File: config.mk
export PLATFORM = sky130hd
export DESIGN_NAME = softmax_ctrl_flat
export DESIGN_NICKNAME = d
export VERILOG_FILES = /design/src/rtl/softmax_ctrl_if.sv /design/src/rtl/softmax_ctrl.sv /design/src/flat_wrapper.sv
export SDC_FILE = /design/constraint.sdc
export NUM_CORES = 1
export LEC_CHECK = 0
export BUFFER_PORTS_ARGS = -buffer_cell sky130_fd_sc_hd__buf_2
export CAP_MARGIN = 20
export CORE_ASPECT_RATIO = 0.75
export CORE_MARGIN = 2
export CORE_UTILIZATION = 50
export CTS_CLUSTER_SIZE = 40
export DETAILED_ROUTE_END_ITERATION = 10
export PLACE_DENSITY = 0.64
export SYNTH_ARGS = -nofsm -noshare
export SYNTH_HDL_FRONTEND = slang
export SYNTH_SLANG_ARGS = --single-unit
File: constraint.sdc
create_clock -name clk -period 7.35 [get_ports clk]
set_input_delay 0 -clock clk [delete_from_list [all_inputs] [get_ports clk]]
set_output_delay 0 -clock clk [all_outputs]
set_load 0.005 [all_outputs]
File: src/rtl/softmax_ctrl_if.sv
// softmax_ctrl_if: bundles the score input, exp unit, divider and probability output handshakes.
interface softmax_ctrl_if #(
  parameter int DATA_WIDTH  = 16,
  parameter int NUM_OUTPUTS = 10
);
  localparam int SUM_WIDTH = DATA_WIDTH + $clog2(NUM_OUTPUTS);
  localparam int IDX_WIDTH = NUM_OUTPUTS > 1 ? $clog2(NUM_OUTPUTS) : 1;
  logic                  in_valid;
  logic                  in_ready;
  logic [DATA_WIDTH-1:0] in_data;
  logic                  exp_req;
  logic [DATA_WIDTH-1:0] exp_arg;
  logic                  exp_ack;
  logic [DATA_WIDTH-1:0] exp_result;
  logic                  div_start;
  logic [DATA_WIDTH-1:0] div_num;
  logic [SUM_WIDTH-1:0]  div_den;
  logic                  div_done;
  logic [DATA_WIDTH-1:0] div_quot;
  logic                  out_valid;
  logic                  out_ready;
  logic [DATA_WIDTH-1:0] out_data;
  logic [IDX_WIDTH-1:0]  out_idx;
  logic                  out_last;
  logic                  busy;
  modport master (
    input  in_valid, in_data, exp_ack, exp_result, div_done, div_quot, out_ready,
    output in_ready, exp_req, exp_arg, div_start, div_num, div_den,
           out_valid, out_data, out_idx, out_last, busy
  );
  modport slave (
    output in_valid, in_data, exp_ack, exp_result, div_done, div_quot, out_ready,
    input  in_ready, exp_req, exp_arg, div_start, div_num, div_den,
           out_valid, out_data, out_idx, out_last, busy
  );
endinterface

File: src/rtl/softmax_ctrl.sv
// softmax_ctrl: buffers a score vector, sequences max-shifted exp requests through an external
// exp unit, then divides each exp by the exp sum on an external divider and streams the results.
module softmax_ctrl #(
  parameter int DATA_WIDTH  = 16,
  parameter int NUM_OUTPUTS = 10
) (
  input logic            clk,
  input logic            rst_n,
  softmax_ctrl_if.master bus_if
);
  localparam int SUM_WIDTH = DATA_WIDTH + $clog2(NUM_OUTPUTS);
  localparam int IDX_WIDTH = NUM_OUTPUTS > 1 ? $clog2(NUM_OUTPUTS) : 1;
  localparam logic [IDX_WIDTH-1:0] LAST = IDX_WIDTH'(NUM_OUTPUTS - 1);
  localparam logic [DATA_WIDTH-1:0] MOST_NEG = {1'b1, {(DATA_WIDTH-1){1'b0}}};

  typedef enum logic [2:0] {IDLE, LOAD, EXP_REQ, EXP_WAIT, DIV_REQ, DIV_WAIT, OUT} state_e;

  state_e                  state_q, state_d;
  logic [IDX_WIDTH-1:0]    cnt_q, cnt_d;
  logic signed [DATA_WIDTH-1:0] max_q, max_d;
  logic [SUM_WIDTH-1:0]    sum_q, sum_d;
  logic                    exp_req_q, exp_req_d;
  logic                    div_start_q, div_start_d;
  logic [DATA_WIDTH-1:0]   exp_arg_q, exp_arg_d;
  logic [DATA_WIDTH-1:0]   div_num_q, div_num_d;
  logic [SUM_WIDTH-1:0]    div_den_q, div_den_d;
  logic [DATA_WIDTH-1:0]   out_data_q, out_data_d;
  logic [DATA_WIDTH-1:0]   score_q [NUM_OUTPUTS];
  logic [DATA_WIDTH-1:0]   exp_q [NUM_OUTPUTS];
  logic                    in_fire, ack_fire, cnt_last;
  logic [DATA_WIDTH:0]     diff;

  assign bus_if.in_ready  = state_q == IDLE || state_q == LOAD;
  assign in_fire          = bus_if.in_valid && bus_if.in_ready;
  assign ack_fire         = state_q == EXP_WAIT && bus_if.exp_ack;
  assign cnt_last         = cnt_q == LAST;
  // one extra bit so the most-negative minus the most-positive score is detectable
  assign diff = {score_q[cnt_q][DATA_WIDTH-1], score_q[cnt_q]} - {max_q[DATA_WIDTH-1], max_q};

  assign bus_if.exp_req   = exp_req_q;
  assign bus_if.exp_arg   = exp_arg_q;
  assign bus_if.div_start = div_start_q;
  assign bus_if.div_num   = div_num_q;
  assign bus_if.div_den   = div_den_q;
  assign bus_if.out_valid = state_q == OUT;
  assign bus_if.out_data  = out_data_q;
  assign bus_if.out_idx   = cnt_q;
  assign bus_if.out_last  = state_q == OUT && cnt_last;
  assign bus_if.busy      = state_q != IDLE;

  always_comb begin
    state_d     = state_q;
    cnt_d       = cnt_q;
    max_d       = max_q;
    sum_d       = sum_q;
    exp_req_d   = 1'b0;
    div_start_d = 1'b0;
    exp_arg_d   = exp_arg_q;
    div_num_d   = div_num_q;
    div_den_d   = div_den_q;
    out_data_d  = out_data_q;
    case (state_q)
      IDLE, LOAD: if (in_fire) begin
        max_d   = (cnt_q == '0 || $signed(bus_if.in_data) > max_q) ? $signed(bus_if.in_data) : max_q;
        cnt_d   = cnt_last ? '0 : cnt_q + 1'b1;
        sum_d   = cnt_last ? '0 : sum_q;
        state_d = cnt_last ? EXP_REQ : LOAD;
      end
      EXP_REQ: begin
        exp_req_d = 1'b1;
        exp_arg_d = (diff[DATA_WIDTH] && !diff[DATA_WIDTH-1]) ? MOST_NEG : diff[DATA_WIDTH-1:0];
        state_d   = EXP_WAIT;
      end
      EXP_WAIT: if (bus_if.exp_ack) begin
        sum_d   = sum_q + SUM_WIDTH'(bus_if.exp_result);
        cnt_d   = cnt_last ? '0 : cnt_q + 1'b1;
        state_d = cnt_last ? DIV_REQ : EXP_REQ;
      end
      DIV_REQ: begin
        div_start_d = sum_q != '0;
        div_num_d   = sum_q != '0 ? exp_q[cnt_q] : div_num_q;
        div_den_d   = sum_q != '0 ? sum_q : div_den_q;
        out_data_d  = sum_q != '0 ? out_data_q : '0;
        state_d     = sum_q != '0 ? DIV_WAIT : OUT;
      end
      DIV_WAIT: if (bus_if.div_done) begin
        out_data_d = bus_if.div_quot;
        state_d    = OUT;
      end
      OUT: if (bus_if.out_ready) begin
        cnt_d   = cnt_last ? '0 : cnt_q + 1'b1;
        state_d = cnt_last ? IDLE : DIV_REQ;
      end
      default: state_d = IDLE;
    endcase
  end

  always_ff @(posedge clk or negedge rst_n) begin
    if (!rst_n) begin
      state_q     <= IDLE;
      cnt_q       <= '0;
      max_q       <= '0;
      sum_q       <= '0;
      exp_req_q   <= 1'b0;
      div_start_q <= 1'b0;
      exp_arg_q   <= '0;
      div_num_q   <= '0;
      div_den_q   <= '0;
      out_data_q  <= '0;
    end else begin
      state_q     <= state_d;
      cnt_q       <= cnt_d;
      max_q       <= max_d;
      sum_q       <= sum_d;
      exp_req_q   <= exp_req_d;
      div_start_q <= div_start_d;
      exp_arg_q   <= exp_arg_d;
      div_num_q   <= div_num_d;
      div_den_q   <= div_den_d;
      out_data_q  <= out_data_d;
    end
  end

  // buffers carry no reset: their contents are rewritten before every use
  always_ff @(posedge clk) begin
    if (in_fire) score_q[cnt_q] <= bus_if.in_data;
    if (ack_fire) exp_q[cnt_q] <= bus_if.exp_result;
  end
endmodule

File: src/flat_wrapper.sv
// flat-port wrapper written by rule: the top's interface ports become plain ports
module softmax_ctrl_flat 
#(
  parameter int DATA_WIDTH  = 16,
  parameter int NUM_OUTPUTS = 10
)
  (clk, rst_n, bus_if_in_valid, bus_if_in_data, bus_if_exp_ack, bus_if_exp_result, bus_if_div_done, bus_if_div_quot, bus_if_out_ready, bus_if_in_ready, bus_if_exp_req, bus_if_exp_arg, bus_if_div_start, bus_if_div_num, bus_if_div_den, bus_if_out_valid, bus_if_out_data, bus_if_out_idx, bus_if_out_last, bus_if_busy);
  softmax_ctrl_if #(.DATA_WIDTH(DATA_WIDTH), .NUM_OUTPUTS(NUM_OUTPUTS)) bus_if_i ();
  input logic clk;
  input logic rst_n;
  input wire logic [$bits(bus_if_i.in_valid)-1:0] bus_if_in_valid;
  input wire logic [$bits(bus_if_i.in_data)-1:0] bus_if_in_data;
  input wire logic [$bits(bus_if_i.exp_ack)-1:0] bus_if_exp_ack;
  input wire logic [$bits(bus_if_i.exp_result)-1:0] bus_if_exp_result;
  input wire logic [$bits(bus_if_i.div_done)-1:0] bus_if_div_done;
  input wire logic [$bits(bus_if_i.div_quot)-1:0] bus_if_div_quot;
  input wire logic [$bits(bus_if_i.out_ready)-1:0] bus_if_out_ready;
  output wire logic [$bits(bus_if_i.in_ready)-1:0] bus_if_in_ready;
  output wire logic [$bits(bus_if_i.exp_req)-1:0] bus_if_exp_req;
  output wire logic [$bits(bus_if_i.exp_arg)-1:0] bus_if_exp_arg;
  output wire logic [$bits(bus_if_i.div_start)-1:0] bus_if_div_start;
  output wire logic [$bits(bus_if_i.div_num)-1:0] bus_if_div_num;
  output wire logic [$bits(bus_if_i.div_den)-1:0] bus_if_div_den;
  output wire logic [$bits(bus_if_i.out_valid)-1:0] bus_if_out_valid;
  output wire logic [$bits(bus_if_i.out_data)-1:0] bus_if_out_data;
  output wire logic [$bits(bus_if_i.out_idx)-1:0] bus_if_out_idx;
  output wire logic [$bits(bus_if_i.out_last)-1:0] bus_if_out_last;
  output wire logic [$bits(bus_if_i.busy)-1:0] bus_if_busy;
  assign bus_if_i.in_valid = bus_if_in_valid;
  assign bus_if_i.in_data = bus_if_in_data;
  assign bus_if_i.exp_ack = bus_if_exp_ack;
  assign bus_if_i.exp_result = bus_if_exp_result;
  assign bus_if_i.div_done = bus_if_div_done;
  assign bus_if_i.div_quot = bus_if_div_quot;
  assign bus_if_i.out_ready = bus_if_out_ready;
  assign bus_if_in_ready = bus_if_i.in_ready;
  assign bus_if_exp_req = bus_if_i.exp_req;
  assign bus_if_exp_arg = bus_if_i.exp_arg;
  assign bus_if_div_start = bus_if_i.div_start;
  assign bus_if_div_num = bus_if_i.div_num;
  assign bus_if_div_den = bus_if_i.div_den;
  assign bus_if_out_valid = bus_if_i.out_valid;
  assign bus_if_out_data = bus_if_i.out_data;
  assign bus_if_out_idx = bus_if_i.out_idx;
  assign bus_if_out_last = bus_if_i.out_last;
  assign bus_if_busy = bus_if_i.busy;
  softmax_ctrl #(.DATA_WIDTH(DATA_WIDTH), .NUM_OUTPUTS(NUM_OUTPUTS)) u_core (.clk(clk), .rst_n(rst_n), .bus_if(bus_if_i));
endmodule
==> impl_metrics.json <==
{
  "port_buffers": 131,
  "worstPathCellList": "buf_4 > mux4_2 > nor2b_1 > a211oi_1 > a21oi_1 > ha_1 > nor2b_1 > o2111ai_1 > a31oi_1 > a211oi_1 > o21a_1 > nand2b_1 > a22oi_1",
  "synthCells": 1208,
  "cp_slowest_cell": "dfrtp_4",
  "yosysUniqueCellTypes": 58,
  "synth_common_cells": "edfxtp_1, dfrtp_1, nand2_1",
  "internal-power_mw": 5.917,
  "path_buf_inv": 1,
  "slew_violations": 0,
  "maxSlewHeadroom_pct": 30.90,
  "post_cts_buffers": 0,
  "routabilityCongestion": 0.8686,
  "cts.sinks": 433,
  "power.share.clock_pct": 25.8,
  "start_util_pct": 50.55,
  "setup_slack_ps": 2596,
  "r2r_cells": 13,
  "hold_viol": 0,
  "cp_top_family": "compound AO/OA/AOI/OAI gates",
  "endpoint_kind": "flip-flop",
  "cts_tree": "done",
  "synth_edf_count": 320,
  "firstDrtPassIters": 5,
  "worstSetupStartpointType": "flip-flop",
  "slowest_delay_ps": 820,
  "ir_worst_vdd_mv": 0.2246,
  "nFillCells": 2804,
  "clock_latency_ps": 550,
  "drcViolationCount": 0,
  "die_w_um": 226.9,
  "synth.area.mux_share_pct": 12.16,
  "finalCriticalPeriod_ps": 4754,
  "synth_compound_area_share_pct": 8.306,
  "vias": 11112,
  "num_rows": 61,
  "min_to": "u_core.bus_if.out_idx[0]$_DFFE_PN0P_",
  "crit_start": "u_core.bus_if.out_idx[0]$_DFFE_PN0P_",
  "place_hpwl_mm": 26.70,
  "async_flop_share_pct": 26.10,
  "finalSetupViolCount": 0,
  "arrival_ps": 5170,
  "drt_iter0_drc": 1035,
  "final_antenna_net_count": 0,
  "total_power_mw": 9.075,
  "timing.final.crit_share_pct": 64.68,
  "worstReg2RegEnd": "u_core.bus_if.exp_arg[14]$_DFFE_PN0P_",
  "detail_route.vias_per_cell": 5.690,
  "p_leak_nw": 8.451,
  "antennaDiodeCount": 0,
  "synth_fa_ha_area_share_pct": 3.505,
  "status": "finished clean",
  "hold_depth": 5,
  "critical_path_class": "reg2reg",
  "worstMarginPinSlew_ps": 1036,
  "drive_gt1_share_pct": 25.47,
  "yosys_warnings": 0,
  "yosys-top-cells-area": "edfxtp_1, dfrtp_1, mux4_2, ha_1, mux2_2",
  "pwr-share-comb_pct": 38.1,
  "clk_pin_slew_ps": 60,
  "cts_buffers": 43,
  "yosysMostFrequentCell": "edfxtp_1",
  "root_buffer": "clkbuf_16",
  "ys_seq_elements": 433,
  "r2r-start": "u_core.bus_if.out_idx[0]$_DFFE_PN0P_",
  "ys.flop_type": "edfxtp_1",
  "grt_max_degree": 67,
  "p_switching_mw": 3.158,
  "num-nets-final": 1519,
  "switching_share_pct": 34.80,
  "synthXorXnorAreaFrac_pct": 1.363,
  "fp.dieH_um": 171.2,
  "syn-num-nets": 1313,
  "grt-ovfl-total": 0,
  "cts_buffer_depth": 3,
  "seq_area_sq_um": 12450,
  "grt_pass1_wl_mm": 66.12,
  "synth.largest_area_cell": "edfxtp_1",
  "tns_ps": 0,
  "core_sq_um": 36860,
  "synth_top_family_by_area": "multiplexers",
  "maxClockFrequency_mhz": 210.4,
  "p_per_area_nw_per_um2": 411.1,
  "pre_cts_ws_ps": 2583,
  "rsz0062_at_grt": "false",
  "syn_area_sq_um": 18630,
  "reg2reg_slack_ps": 2600,
  "wl_per_cell_um": 21.98,
  "syn2layout_area_growth_pct": 18.47,
  "hp-start": "bus_if_in_valid",
  "grt_pass1_vias": 11004,
  "syn_avg_cell_area_sq_um": 15.43,
  "p_seq_share_pct": 36.2,
  "fin_skew_ps": 13.96,
  "io_pins": 132,
  "htreeDepth": 2,
  "globalRouteTotalUtil_pct": 22.73,
  "yosys.area_share.simple_pct": 5.761,
  "hold_class": "in2reg",
  "multi_input_area_sq_um": 5844,
  "worstPathMaxFanout": 31,
  "dieArea_sq_um": 38840,
  "yosysTopAreaCellShare_pct": 51.57,
  "cp.required_ps": 7760,
  "cap_violations": 0,
  "ys_seq_area_share_pct": 66.74,
  "wl_mm": 42.93,
  "antenna_found_initial": 0
}
==> final cells by class <==
cell class	count	share of cell area [%]
Inverter	46	0.7821
Sequential cell	433	56.38
Timing Repair Buffer	216	6.614
Multi-Input combinational cell	674	26.47
Clock inverter	23	1.411
Tap cell	504	2.856
Clock buffer	57	5.486
==> how the worst max path moves through the flow <==
stage,depth (start not counted),slack (ps),to
6_report,13,2600,u_core.bus_if.exp_arg[14]$_DFFE_PN0P_
5_1_grt,13,2150,u_core.bus_if.exp_arg[12]$_DFFE_PN0P_
4_1_cts,13,2570,u_core.bus_if.exp_arg[14]$_DFFE_PN0P_
3_5_place_dp,13,2580,u_core.bus_if.exp_arg[12]$_DFFE_PN0P_
3_3_place_gp,13,2700,u_core.bus_if.exp_arg[12]$_DFFE_PN0P_
2_1_floorplan,14,3510,u_core.bus_if.exp_arg[13]$_DFFE_PN0P_
==> worst reg2reg max path: cells and delay by family (launching register included) <==
| kind | cells | cell delay [ps] |
|---|---|---|
| buffers and inverters | 1 | 550 |
| muxes | 1 | 580 |
| AOI/OAI and AO/OA | 7 | 1860 |
| and+or+nand+nor | 3 | 480 |
| DFF | 1 | 820 |
| adders and majority gates | 1 | 330 |
==> metrics by stage <==
| stage | utilization (%) | instances | hold WS (ps) | instance area [sq um] |
|---|---|---|---|---|
| after floorplan | - | 1208 | -295.6 | 18630 |
| after global routing | 59.89 | 1953 | 78.63 | 22080 |
| after CTS | 59.83 | 1952 | 28.94 | 22060 |
| after global placement | 54.18 | 1817 | -3.247 | 19970 |
| final | 59.89 | 1953 | 71.89 | 22080 |
| after detailed placement | 54.18 | 1817 | 10.58 | 19970 |
==> layout by cell type (no fill, tap or decap), types with 9 or more instances in the layout <==
cell type / n
a211oi_1: 20
a21o_1: 17
a21oi_1: 61
a22o_1: 19
buf_2: 130
buf_4: 29
clkbuf_16: 45
dfrtp_1: 110
dlygate4sd3_1: 54
edfxtp_1: 320
ha_1: 49
inv_1: 46
mux2_2: 43
mux2_4: 10
mux2i_1: 19
mux4_2: 64
nand2_1: 74
nand2b_1: 13
nand3_1: 25
nor2_1: 37
nor2b_1: 22
o21a_1: 9
o21ai_0: 64
o31ai_1: 14
xnor2_1: 17
xor2_1: 12
==> power by group through the flow <==
stage / registers, mW / logic, mW / clock network, mW
finish: 3.28 / 3.45 / 2.34
global route: 3.33 / 3.81 / 2.48
CTS: 3.28 / 3.45 / 2.38
detailed placement: 3.33 / 3.39 / 0
global placement: 3.32 / 3.36 / 0
floorplan: 3.16 / 2.57 / 0
==> state kept, by name, indices dropped and copies added, names as in the netlist <==
| name | cells |
|---|---|
| u_core.bus_if.exp_arg | 16 |
| u_core.bus_if.exp_req | 1 |
| u_core.score_q | 160 |
| u_core.max_q | 16 |
| u_core.bus_if.div_start | 1 |
| u_core.exp_q | 160 |
| u_core.sum_q | 20 |
| u_core.bus_if.div_num | 16 |
| u_core.bus_if.div_den | 20 |
| u_core.bus_if.out_idx | 4 |
| u_core.bus_if.out_data | 16 |
| u_core.state_q | 3 |
==> kinds of logic after synthesis <==
family,Yosys count
simple gates,219
xor+xnor,29
mux,136
buf+inv,101
flops,433
compound gates,239
fa+ha+maj,51
==> what timing repair did <==
item | in CTS | in global routing
gates resized for setup | 0 | 0
hold buffers | 55 | 0
hold endpoints to repair | 405 | 0
==> layer usage <==
metal  vias to the layer above  track usage, %  part of all wire [%]
met3                        55           4.031                   6.7
met5                         -               0                     0
met2                       372           33.29                    44
met4                         0           5.292                   1.7
met1                      5620           35.54                    48
li1                       5065               -                     -
Note: power is estimated with default switching activity, not from simulation.
